`config.mk`:
```
export PLATFORM = sky130hd
export DESIGN_NAME = wb_burst_reader_flat
export DESIGN_NICKNAME = d
export VERILOG_FILES = /design/src/rtl/wb_burst_reader_if.sv /design/src/rtl/wb_burst_reader.sv /design/src/flat_wrapper.sv
export SDC_FILE = /design/constraint.sdc
export NUM_CORES = 1
export LEC_CHECK = 0
export CAP_MARGIN = 20
export CORE_UTILIZATION = 30
export DETAILED_ROUTE_END_ITERATION = 10
export MAX_ROUTING_LAYER = met4
export PLACE_DENSITY_LB_ADDON = 0.1
export SLEW_MARGIN = 20
export SYNTH_ARGS = -nofsm -noshare
export SYNTH_HDL_FRONTEND = slang
export SYNTH_SLANG_ARGS = --single-unit
```
`constraint.sdc`:
```
create_clock -name clk -period 3.5 [get_ports clk]
set_input_delay 1.05 -clock clk [delete_from_list [all_inputs] [get_ports clk]]
set_output_delay 1.05 -clock clk [all_outputs]
set_load 0.02 [all_outputs]
```
`src/rtl/wb_burst_reader_if.sv`:
```
// Wishbone B4 bus bundle carrying its own clock and reset.
interface wshb_if (
    input logic clk,
    input logic rst
);
    logic [31:0] adr;
    logic [31:0] dat_ms;
    logic [31:0] dat_sm;
    logic        we;
    logic [3:0]  sel;
    logic        stb;
    logic        cyc;
    logic [2:0]  cti;
    logic [1:0]  bte;
    logic        ack;

    modport master (
        input  clk, rst, dat_sm, ack,
        output adr, dat_ms, we, sel, stb, cyc, cti, bte
    );

    modport slave (
        input  clk, rst, adr, dat_ms, we, sel, stb, cyc, cti, bte,
        output dat_sm, ack
    );
endinterface

```
`src/rtl/wb_burst_reader.sv`:
```
// Reads NWORDS consecutive words over Wishbone incrementing bursts into a
// first-word-fall-through FIFO; a burst starts only when the FIFO has room for all of it.
module wb_burst_reader #(
    parameter logic [31:0] BASE_ADR   = 32'h0000_0000,
    parameter int unsigned NWORDS     = 2048,
    parameter int unsigned BURST_LEN  = 8,
    parameter int unsigned FIFO_DEPTH = 16
) (
    wshb_if.master      wb_m,
    input  logic        start,
    output logic        busy,
    output logic        done,
    output logic [31:0] out_data,
    output logic        out_valid,
    input  logic        out_ready
);
    localparam int unsigned IW = $clog2(NWORDS + 1);
    localparam int unsigned LW = $clog2(BURST_LEN + 1);
    localparam int unsigned CW = $clog2(FIFO_DEPTH + 1);
    localparam int unsigned PW = (FIFO_DEPTH > 1) ? $clog2(FIFO_DEPTH) : 1;

    localparam logic [2:0] CTI_CLASSIC = 3'b000;
    localparam logic [2:0] CTI_INC     = 3'b010;
    localparam logic [2:0] CTI_EOB     = 3'b111;

    typedef enum logic [1:0] {IDLE, WAIT_ROOM, BURST, DRAIN} state_e;

    logic clk;
    logic rst;
    assign clk = wb_m.clk;
    assign rst = wb_m.rst;

    state_e          state_q, state_d;
    logic [IW-1:0]   idx_q, idx_d;
    logic [LW-1:0]   rem_q, rem_d;
    logic [31:0]     adr_q, adr_d;
    logic [2:0]      cti_q, cti_d;
    logic            cyc_q, cyc_d;
    logic            busy_q, busy_d;
    logic            done_q, done_d;
    logic [PW-1:0]   wr_ptr_q, wr_ptr_d;
    logic [PW-1:0]   rd_ptr_q, rd_ptr_d;
    logic [CW-1:0]   count_q, count_d;
    logic [31:0]     mem_q [FIFO_DEPTH];
    logic [CW-1:0]   free;
    logic            push;
    logic            pop;

    function automatic logic [LW-1:0] burst_len(input logic [IW-1:0] idx);
        logic [31:0] left;
        left = 32'(NWORDS) - 32'(idx);
        if (left > 32'(BURST_LEN)) burst_len = LW'(BURST_LEN);
        else                       burst_len = LW'(left);
    endfunction

    function automatic logic [PW-1:0] ptr_inc(input logic [PW-1:0] p);
        ptr_inc = (p == PW'(FIFO_DEPTH - 1)) ? '0 : p + PW'(1);
    endfunction

    assign free = CW'(FIFO_DEPTH) - count_q;

    // Sequencer: rem_q holds the beats still owed in the current or next burst.
    always_comb begin
        state_d = state_q;
        idx_d   = idx_q;
        rem_d   = rem_q;
        adr_d   = adr_q;
        cti_d   = cti_q;
        cyc_d   = cyc_q;
        busy_d  = busy_q;
        done_d  = 1'b0;
        push    = 1'b0;
        case (state_q)
            IDLE: begin
                if (start) begin
                    idx_d   = '0;
                    rem_d   = burst_len('0);
                    busy_d  = 1'b1;
                    state_d = WAIT_ROOM;
                end
            end
            WAIT_ROOM: begin
                if (32'(free) >= 32'(rem_q)) begin
                    cyc_d   = 1'b1;
                    adr_d   = BASE_ADR + (32'(idx_q) << 2);
                    cti_d   = (rem_q == LW'(1)) ? CTI_EOB : CTI_INC;
                    state_d = BURST;
                end
            end
            BURST: begin
                if (wb_m.ack) begin
                    push  = 1'b1;
                    idx_d = idx_q + IW'(1);
                    rem_d = rem_q - LW'(1);
                    if (rem_q == LW'(1)) begin
                        cyc_d = 1'b0;
                        cti_d = CTI_CLASSIC;
                        if (32'(idx_d) < 32'(NWORDS)) begin
                            rem_d   = burst_len(idx_d);
                            state_d = WAIT_ROOM;
                        end else begin
                            state_d = DRAIN;
                        end
                    end else begin
                        adr_d = adr_q + 32'd4;
                        cti_d = (rem_q == LW'(2)) ? CTI_EOB : CTI_INC;
                    end
                end
            end
            DRAIN: begin
                if (count_q == '0) begin
                    done_d  = 1'b1;
                    busy_d  = 1'b0;
                    state_d = IDLE;
                end
            end
            default: state_d = IDLE;
        endcase
    end

    always_comb begin
        pop      = out_ready && (count_q != '0);
        wr_ptr_d = wr_ptr_q;
        rd_ptr_d = rd_ptr_q;
        count_d  = count_q;
        if (push) wr_ptr_d = ptr_inc(wr_ptr_q);
        if (pop)  rd_ptr_d = ptr_inc(rd_ptr_q);
        case ({push, pop})
            2'b10:   count_d = count_q + CW'(1);
            2'b01:   count_d = count_q - CW'(1);
            default: count_d = count_q;
        endcase
    end

    always_ff @(posedge clk or posedge rst) begin
        if (rst) begin
            state_q  <= IDLE;
            idx_q    <= '0;
            rem_q    <= '0;
            adr_q    <= BASE_ADR;
            cti_q    <= CTI_CLASSIC;
            cyc_q    <= 1'b0;
            busy_q   <= 1'b0;
            done_q   <= 1'b0;
            wr_ptr_q <= '0;
            rd_ptr_q <= '0;
            count_q  <= '0;
        end else begin
            state_q  <= state_d;
            idx_q    <= idx_d;
            rem_q    <= rem_d;
            adr_q    <= adr_d;
            cti_q    <= cti_d;
            cyc_q    <= cyc_d;
            busy_q   <= busy_d;
            done_q   <= done_d;
            wr_ptr_q <= wr_ptr_d;
            rd_ptr_q <= rd_ptr_d;
            count_q  <= count_d;
        end
    end

    // Storage needs no reset; validity is tracked by count_q.
    always_ff @(posedge clk) begin
        if (push) mem_q[wr_ptr_q] <= wb_m.dat_sm;
    end

    assign wb_m.adr    = adr_q;
    assign wb_m.cti    = cti_q;
    assign wb_m.cyc    = cyc_q;
    assign wb_m.stb    = cyc_q;
    assign wb_m.we     = 1'b0;
    assign wb_m.dat_ms = 32'h0000_0000;
    assign wb_m.sel    = 4'b1111;
    assign wb_m.bte    = 2'b00;

    assign busy      = busy_q;
    assign done      = done_q;
    assign out_data  = mem_q[rd_ptr_q];
    assign out_valid = (count_q != '0);
endmodule

```
`src/flat_wrapper.sv`:
```
// flat-port wrapper written by rule: the top's interface ports become plain ports
module wb_burst_reader_flat 
#(
    parameter logic [31:0] BASE_ADR   = 32'h0000_0000,
    parameter int unsigned NWORDS     = 2048,
    parameter int unsigned BURST_LEN  = 8,
    parameter int unsigned FIFO_DEPTH = 16
)
  (start, busy, done, out_data, out_valid, out_ready, clk, rst, wb_m_dat_sm, wb_m_ack, wb_m_adr, wb_m_dat_ms, wb_m_we, wb_m_sel, wb_m_stb, wb_m_cyc, wb_m_cti, wb_m_bte);
  wshb_if wb_m_i (.clk(clk), .rst(rst));
  input  logic start;
  output logic busy;
  output logic done;
  output logic [31:0] out_data;
  output logic out_valid;
  input  logic out_ready;
  input wire logic clk;
  input wire logic rst;
  input wire logic [$bits(wb_m_i.dat_sm)-1:0] wb_m_dat_sm;
  input wire logic [$bits(wb_m_i.ack)-1:0] wb_m_ack;
  output wire logic [$bits(wb_m_i.adr)-1:0] wb_m_adr;
  output wire logic [$bits(wb_m_i.dat_ms)-1:0] wb_m_dat_ms;
  output wire logic [$bits(wb_m_i.we)-1:0] wb_m_we;
  output wire logic [$bits(wb_m_i.sel)-1:0] wb_m_sel;
  output wire logic [$bits(wb_m_i.stb)-1:0] wb_m_stb;
  output wire logic [$bits(wb_m_i.cyc)-1:0] wb_m_cyc;
  output wire logic [$bits(wb_m_i.cti)-1:0] wb_m_cti;
  output wire logic [$bits(wb_m_i.bte)-1:0] wb_m_bte;
  assign wb_m_i.dat_sm = wb_m_dat_sm;
  assign wb_m_i.ack = wb_m_ack;
  assign wb_m_adr = wb_m_i.adr;
  assign wb_m_dat_ms = wb_m_i.dat_ms;
  assign wb_m_we = wb_m_i.we;
  assign wb_m_sel = wb_m_i.sel;
  assign wb_m_stb = wb_m_i.stb;
  assign wb_m_cyc = wb_m_i.cyc;
  assign wb_m_cti = wb_m_i.cti;
  assign wb_m_bte = wb_m_i.bte;
  wb_burst_reader #(.BASE_ADR(BASE_ADR), .NWORDS(NWORDS), .BURST_LEN(BURST_LEN), .FIFO_DEPTH(FIFO_DEPTH)) u_core (.wb_m(wb_m_i), .start(start), .busy(busy), .done(done), .out_data(out_data), .out_valid(out_valid), .out_ready(out_ready));
endmodule
```
# [After elaboration in Yosys (flattened, before gate mapping)]
# Memory sizes are Yosys's and may differ from the RTL's.
# Index checks and enable logic that the tools add are counted.
[op_classes] n_addsub=9 order_cmp=3 eq_ne=15 mux=42 n_reduce_logical=14
[op_table] op="two-way mux 32 bit" count=3
[op_table] op="one-hot mux 32 bit (2 select lines)" count=1
[op_table] op="adder 32 x 3 -> 32 bit, second input constant" count=1
[op_table] op="> comparator 32 x 4 -> 1 bit, second input constant" count=1
[op_table] op="two-way mux 4 bit" count=7
[op_table] op="two-way mux 12 bit" count=2
[op_table] op="one-hot mux 12 bit (2 select lines)" count=1
[op_table] op="two-way mux 3 bit" count=5
[op_table] op="subtractor 12 x 12 -> 13 bit, first input constant" count=1
[op_table] op="adder 12 x 1 -> 12 bit, second input constant" count=1
[op_table] op="less-than comparator 12 bit, second input constant" count=1
[op_table] op="two-way mux 2 bit" count=6
[op_table] op="two-way mux 1 bit" count=11
[op_table] op="one-hot mux 5 bit (2 select lines)" count=1
[op_table] op="AND reduction 3 bit" count=3
[op_table] op="adder 4 x 1 -> 4 bit, second input constant" count=2
[op_table] op="== test 4 bit, second input constant" count=2
[op_table] op="one-hot mux 2 bit (4 select lines)" count=1
[op_table] op="one-hot mux 4 bit (2 select lines)" count=1
[op_table] op="AND reduction 4 bit" count=2
[op_table] op="nonzero test 2 bit" count=4
[op_table] op="== test 2 bit, second input constant" count=3
[op_table] op="inequality test 2 x 1 -> 1 bit, second input constant" count=3
[op_table] op="inequality test 2 bit, second input constant" count=3
[op_table] op="15 further kinds" count=17
[word_totals] ff_bits=69 ram_bits=512 input_bits=37 out_inout_bits=111 word_cells=95 memories=1
[mem_list] memory="u_core.mem_q" depth=16 word_bits=32 read_ports=1 rd_ports_with_merged_regs=0 wr=1 line_no="wb_burst_reader.sv:44" text="logic [31:0] mem_q [FIFO_DEPTH];"

# [Depth between registers and ports, before layout]
# Gate-level depths: netlist of the first run.
[depth] word_depth=8 mapped_depth=15 ltp_nobuf=14

# [Worst setup path after synthesis of the first run]
# No wires, ideal clock.
[synth_path] path_type="flip-flop to output port" startpoint="register u_core.rd_ptr_q[0]" endpoint="output port out_data[0]" t_arrival_ps=2325 path_slack_ps=125 path_stages_with_launch=6 path_buffers=3 path_cell_list="dfrtp_1 clkbuf_1 buf_2 buf_1 mux4_2 mux4_2"
[synth_between] elab_chain_cells=1
[synth_lines] item="from (decl)" line_no="wb_burst_reader.sv:42" text="logic [PW-1:0] rd_ptr_q, rd_ptr_d;"
[synth_lines] item="from (signal assigned)" line_no="wb_burst_reader.sv:158" text="rd_ptr_q <= rd_ptr_d;"
[synth_lines] item="memory read (16 x 32 bit)"
[synth_lines] item="to (decl)" line_no="flat_wrapper.sv:14" text="output logic [31:0] out_data;"
# No other way between the ends.

# [Final worst setup path of the first run]
[layout_path] startpoint="register u_core.rd_ptr_q[0]" endpoint="output port out_data[4]"
# Same word-level chain as after synthesis.

==> impl_metrics.tcl, run 1 <==
set metrics [dict create \
    result_of_the_run "finished with violations" \
    failing_checks "setup timing" \
    antenna_found_initial 4 \
    avg_synthesized_cell_area_sq_um 18.7 \
    final_nets 1559 \
    cp-end-kind "output port" \
    placed_instances 2452 \
    max_slew_violation_count 0 \
    maxCapViolCount 0 \
    dp.final_hpwl_um 34900 \
    yosysMostFrequentCell "sky130_fd_sc_hd__edfxtp_1" \
    critPathKind "flop to output port" \
    chipHeight_um 285 \
    port_buffers 106 \
    final_antenna_net_count 0 \
    detailed_routing_iteration_count_for_the_pre_antenna_repair_pass 5 \
    floorplan.core_area_sq_um 79300 \
    report.final.hold_viol_count 0 \
    worstPathArrival_ps 2770 \
    total_leakage_power_nw 9.91 \
    timing.critical_path.required_ps 2450 \
    grt_pass1_vias 13400 \
    cts_buffers 68 \
    asyncSetResetFlopFracSynth_pct 11.4 \
    io_pins 148 \
    die_w_um 285 \
    routed_wire_length_per_instance_um 23.9 \
    min_period_over_period_pct 109 \
    finish.cell_count_without_fillers 2602 \
    layout-area-overhead-vs-synth_pct 23.2 \
    synth_cell_type_count 77 \
    total_routing_resource_utilization_after_global_routing_pct 15.9 \
    post_synth_edffs 512 \
    final_area_sq_um 29700 \
    cts_max_path_buffers 3 \
    fin_ws_ps -320 \
    layout_min_cycle_time_ps 3820 \
    yosys.area.top_type "sky130_fd_sc_hd__edfxtp_1" \
    worst_skew_pair.late_latency_ps 600 \
    core.rowCount 103 \
    initial_utilization_pct 30.4 \
    cts.clk_slew.worst_paths_ps 60 \
    post_drt_via_cell_ratio 4.81 \
    number_of_setup_violations_in_the_final_report 32 \
    synth-seq-cells 578 \
    routed-via-count 12500 \
    drc 0 \
    postSynth.topFlopCell "sky130_fd_sc_hd__edfxtp_1" \
    post-synth-top-area-fraction_pct 63.8 \
    place_ws_ps -37.6 \
    worst_setup_path_start_kind "flop" \
    die-area_sq_um 81500 \
    relSlewSlack_pct 56.9 \
    setup_repair_after_global_routing_missed_its_margin "true" \
    final.fill_count 7346 \
    setup-tns-final_ps -6410 \
    power.density_nw_per_um2 780 \
    max_clock_freq_ghz 0.262 \
    min-delay-path-class "flop to flop" \
    global_route_wire_length_before_repair_um 91900 \
    drt-total-wl_um 62200 \
    post-layout-total-power_mw 23.2 \
    synth_warnings 0 \
    share_of_layout_cells_above_drive_strength_1_pct 28.3 \
    post_dp_cell_area_sq_um 27000 \
    synth_sequential_area_ratio_pct 70.7 \
    irDropWorstVdd_mv 0.402 \
    synthCells 1288 \
    clock-root-buffer "sky130_fd_sc_hd__clkbuf_16" \
    cts_tree "done" \
    mappedNetlistArea_sq_um 24100 \
    synth.area.top_cells "sky130_fd_sc_hd__edfxtp_1 64%, sky130_fd_sc_hd__mux4_2 15%, sky130_fd_sc_hd__dfrtp_1 6.9%" \
    grt_max_degree 37 \
    path_max_fanout 8 \
    grt_remaining_overflow 0 \
    globalplace.congestion 0.768 \
    clock_sink_count 578 \
    cts_hold_buf 0 \
    drt_first_iter_violations 821 \
    worst_slew_pin_slew_ps 646 \
    synth.cells.most_frequent "512 x sky130_fd_sc_hd__edfxtp_1, 160 x sky130_fd_sc_hd__mux4_2, 66 x sky130_fd_sc_hd__dfrtp_1, 49 x sky130_fd_sc_hd__o21ai_0, 46 x sky130_fd_sc_hd__nand2_1" \
    fin_worst_skew_ps 28.3 \
    cts_max_level 3 \
]
==> routing by layer <==
| metal | routed length (um) | GRT usage [%] | vias to the layer above | share of wire (%) |
|---|---|---|---|---|
| li1 | - | - | 5572 | - |
| met1 | 27200 | 20.2 | 6643 | 44 |
| met2 | 31500 | 26.3 | 243 | 51 |
| met3 | 2700 | 3.17 | 63 | 4.3 |
| met4 | 859 | 3.32 | 0 | 1.4 |
| met5 | 0 | - | - | 0 |
==> cell families (layout without fill, tap and decap cells) <==
logic type	Yosys count	count (layout)	share of synthesized area, %
other cells	2	45	0.0312
fa+ha+maj	26	26	1.38
xor+xnor	31	31	1.13
compound gates	133	133	3.46
simple gates	215	215	4.94
mux	170	170	15.4
flops	578	578	70.7
buf+inv	133	354	3.00
==> critical path: stages, from the launching register on <==
cell                      delay [ps]
sky130_fd_sc_hd__dfrtp_4         510
sky130_fd_sc_hd__buf_12          140
sky130_fd_sc_hd__buf_16          140
sky130_fd_sc_hd__buf_12          150
sky130_fd_sc_hd__buf_6           110
sky130_fd_sc_hd__mux4_2          430
sky130_fd_sc_hd__mux4_2          530
sky130_fd_sc_hd__buf_6           160
==> flip-flops by register name, indices dropped and copies added, names as in the netlist <==
name,flops
u_core.state_q,2
u_core.idx_q,12
u_core.rem_q,4
u_core.count_q,5
u_core.wb_m.cyc,1
u_core.rd_ptr_q,4
u_core.wb_m.adr,30
u_core.wr_ptr_q,4
u_core.busy,1
u_core.wb_m.cti,2
u_core.mem_q,512
u_core.done,1
==> cell type report <==
type	count	area [sq um]	area share, %
antenna	4	10.0	0.0337
clock buffer	87	1840	6.18
clock inverter	35	295	0.994
inverter	25	93.8	0.316
multi-input combinational	616	6520	22.0
sequential	578	17000	57.4
tap	1050	1310	4.42
timing repair buffer	207	2590	8.71
==> worst paths after layout <==
kind	startpoint	to	slack [ps]	cells after the start
min in group asynchronous	rst	u_core.rd_ptr_q[1]$_DFFE_PP0P_	870	2
min reg2reg	u_core.count_q[0]$_DFFE_PP0P_	u_core.count_q[0]$_DFFE_PP0P_	540	1
max in group asynchronous	rst	u_core.wb_m.adr[24]$_DFFE_PP0P_	1920	3
max	u_core.rd_ptr_q[0]$_DFFE_PP0P_	out_data[4]	-320	7
min	u_core.count_q[0]$_DFFE_PP0P_	u_core.count_q[0]$_DFFE_PP0P_	540	1
max reg2reg	u_core.idx_q[0]$_DFFE_PP0P_	u_core.rem_q[0]$_DFFE_PP0P_	570	8
==> stage by stage <==
| stage | utilization, % | hold slack [ps] |
|---|---|---|
| floorplan | - | 488 |
| global placement | 34.1 | 514 |
| detailed placement | 34.1 | 527 |
| CTS | 37.4 | 537 |
| global route | 37.5 | 585 |
| finish | 37.5 | 538 |
==> repair_timing <==
item                                    CTS  global route
endpoints found under the setup margin   33            32
setup buffers                            13             5
endpoints found under the hold margin     0             0
gates cloned                              9             1
resized for setup                       210            13
==> power by group <==
part | total [mW] | internal, mW | switching [mW]
combinational | 8.21 | 4.31 | 3.90
clock | 6.80 | 4.01 | 2.79
sequential | 8.16 | 7.83 | 0.327
==> cell usage in the layout (no fill, tap or decap), drive strengths merged, types with 6 or more instances in the layout <==
| master | count |
|---|---|
| nor2 | 33 |
| xnor2 | 24 |
| nor2b | 6 |
| nor3 | 15 |
| inv | 28 |
| o22ai | 7 |
| dfrtp | 66 |
| buf | 130 |
| and3 | 18 |
| and2 | 14 |
| nand3 | 27 |
| a21o | 7 |
| or3 | 12 |
| xor2 | 7 |
| a21oi | 30 |
| mux2i | 6 |
| clkinv | 26 |
| o21ai | 51 |
| edfxtp | 512 |
| conb | 41 |
| nor4 | 9 |
| clkdlybuf4s50 | 73 |
| clkbuf | 88 |
| ha | 25 |
| nand2 | 46 |
| or2 | 7 |
| mux4 | 160 |
No activity file was read; power rests on OpenSTA's default activity.
==> inputs of run 2 (changes only) <==
--- a/config.mk
+++ b/config.mk
@@ -8,6 +8,7 @@
 export CAP_MARGIN = 20
 export CORE_UTILIZATION = 30
 export DETAILED_ROUTE_END_ITERATION = 10
+export HOLD_SLACK_MARGIN = 0.05
 export MAX_ROUTING_LAYER = met4
 export PLACE_DENSITY_LB_ADDON = 0.1
 export SLEW_MARGIN = 20
==> results of run 2 <==
Final layout, timing and power as in run 1 (identical DEF).
==> inputs of run 3 (changes only) <==
--- a/config.mk
+++ b/config.mk
@@ -7,6 +7,7 @@
 export LEC_CHECK = 0
 export CAP_MARGIN = 20
 export CORE_UTILIZATION = 30
+export CTS_CLUSTER_SIZE = 28
 export DETAILED_ROUTE_END_ITERATION = 10
 export HOLD_SLACK_MARGIN = 0.05
 export MAX_ROUTING_LAYER = met4
==> impl_metrics.tcl, run 3 (synthesized netlist as in run 1, its figures left out) <==
set metrics [dict create \
    result_of_the_run "finished with violations" \
    failing_checks "setup timing" \
    core.rowCount 103 \
    path_depth_of_the_worst_reg2reg_path 8 \
    irDropWorstVdd_mv 0.436 \
    hold-path-cell-count 1 \
    chipHeight_um 285 \
    most-common-layout-cells "512 x sky130_fd_sc_hd__edfxtp_1, 160 x sky130_fd_sc_hd__mux4_2, 73 x sky130_fd_sc_hd__clkdlybuf4s50_1" \
    critPathKind "flop to output port" \
    worst_setup_path_start_kind "flop" \
    min_period_over_period_pct 109 \
    global_route_wire_length_before_repair_um 91900 \
    globalplace.congestion 0.768 \
    layout_min_cycle_time_ps 3820 \
    relSlewSlack_pct 57.2 \
    max_slew_violation_count 0 \
    report.final.hold_viol_count 0 \
    cp-end-kind "output port" \
    fin_worst_skew_ps 31.4 \
    timing.critical_path.required_ps 2450 \
    min-delay-path-class "flop to flop" \
    io_pins 148 \
    cts_tree "done" \
    routed-via-count 12500 \
    layout-area-overhead-vs-synth_pct 23.2 \
    top_register "u_core.mem_q" \
    detailed_routing_iteration_count_for_the_pre_antenna_repair_pass 5 \
    worst_slew_pin_slew_ps 642 \
    cts.clk_slew.worst_paths_ps 60 \
    share_of_layout_cells_above_drive_strength_1_pct 28.2 \
    power.density_nw_per_um2 780 \
    cts_buffers 68 \
    cts_max_path_buffers 3 \
    worst_skew_pair.late_latency_ps 600 \
    port_buffers 106 \
    worstPathArrival_ps 2770 \
    post_dp_cell_area_sq_um 27000 \
    antenna_found_initial 4 \
    die_w_um 285 \
    clock-root-buffer "sky130_fd_sc_hd__clkbuf_16" \
    cts_hold_buf 0 \
    grt_pass1_vias 13400 \
    final_area_sq_um 29700 \
    clock_sink_count 578 \
    total_routing_resource_utilization_after_global_routing_pct 15.9 \
    number_of_setup_violations_in_the_final_report 32 \
    initial_utilization_pct 30.4 \
    final_nets 1559 \
    total_leakage_power_nw 9.90 \
    drt_first_iter_violations 804 \
    floorplan.core_area_sq_um 79300 \
    dp.final_hpwl_um 34900 \
    drc 0 \
    max_clock_freq_ghz 0.262 \
    grt_remaining_overflow 0 \
    final_antenna_net_count 0 \
    routed_wire_length_per_instance_um 23.9 \
    post_drt_via_cell_ratio 4.82 \
    largest_register_ffs 512 \
    most_common_cell_after_layout_fill_and_taps_aside "sky130_fd_sc_hd__edfxtp_1" \
    fin_ws_ps -322 \
    drt-total-wl_um 62300 \
    maxCapViolCount 0 \
    path_max_fanout 8 \
    setup_repair_after_global_routing_missed_its_margin "true" \
    die-area_sq_um 81500 \
    setup-tns-final_ps -6420 \
    grt_max_degree 37 \
    cts_max_level 3 \
]
[run 3: cell types whose count changed in the layout (fill, tap and decap cells not counted), sizes merged]
cell,change
clkbuf,+3
clkinv,-2
bufinv,-1
[run 3: what timing repair did]
item | CTS | global route
gates cloned | 9 | 1
buffers inserted | 13 | 5
endpoints found under the setup margin | 33 | 32
resized for setup | 210 | 13
[run 3: per-stage QoR]
step / std cells / setup WS, ps / hold WS, ps / power, mW / util [%]
4_1_cts: 2596 / -384 / 537 / 23.5 / 37.4
3_3_place_gp: 2452 / -40.9 / 514 / 15.8 / 34.1
6_report: 2602 / -322 / 538 / 23.1 / 37.5
5_1_grt: 2602 / -404 / 585 / 24.3 / 37.5
2_1_floorplan: 1327 / 125 / 488 / 12.9 / -
3_5_place_dp: 2452 / -37.6 / 527 / 15.8 / 34.1
[run 3: critical path, cell delays in order (launching register included)]
cell and delay [ps]:
sky130_fd_sc_hd__dfrtp_4 510, sky130_fd_sc_hd__buf_12 140, sky130_fd_sc_hd__buf_16 140, sky130_fd_sc_hd__buf_12 150
sky130_fd_sc_hd__buf_6 110, sky130_fd_sc_hd__mux4_2 430, sky130_fd_sc_hd__mux4_2 530, sky130_fd_sc_hd__buf_6 160
[run 3: path summary, 6_finish.rpt]
check	end	slack, ps	from
max in group asynchronous	u_core.wb_m.adr[24]$_DFFE_PP0P_	1920	rst
min in group asynchronous	u_core.rd_ptr_q[1]$_DFFE_PP0P_	870	rst
min	u_core.count_q[0]$_DFFE_PP0P_	540	u_core.count_q[0]$_DFFE_PP0P_
max reg2reg	u_core.rem_q[0]$_DFFE_PP0P_	560	u_core.idx_q[0]$_DFFE_PP0P_
min reg2reg	u_core.count_q[0]$_DFFE_PP0P_	540	u_core.count_q[0]$_DFFE_PP0P_
max	out_data[4]	-320	u_core.rd_ptr_q[0]$_DFFE_PP0P_
[run 3: power breakdown]
part | internal (mW) | switching [mW]
sequential | 7.83 | 0.328
combinational | 4.31 | 3.90
clock | 3.98 | 2.79
[run 3: per-layer routing]
| layer | part of all wire (%) | vias up | global-route usage, % |
|---|---|---|---|
| li1 | - | 5569 | - |
| met1 | 44 | 6670 | 20.2 |
| met2 | 51 | 237 | 26.2 |
| met3 | 4.0 | 66 | 3.08 |
| met4 | 1.5 | 0 | 3.44 |
| met5 | 0 | - | - |
[run 3: layout make-up]
cell class | instances | area (sq um)
Fill cell | 7346 | 49600
Clock buffer | 90 | 1870
Timing Repair Buffer | 207 | 2590
Antenna cell | 4 | 10.0
Tap cell | 1050 | 1310
Multi-Input combinational cell | 616 | 6520
Sequential cell | 578 | 17000
Inverter | 25 | 93.8
Clock inverter | 32 | 255
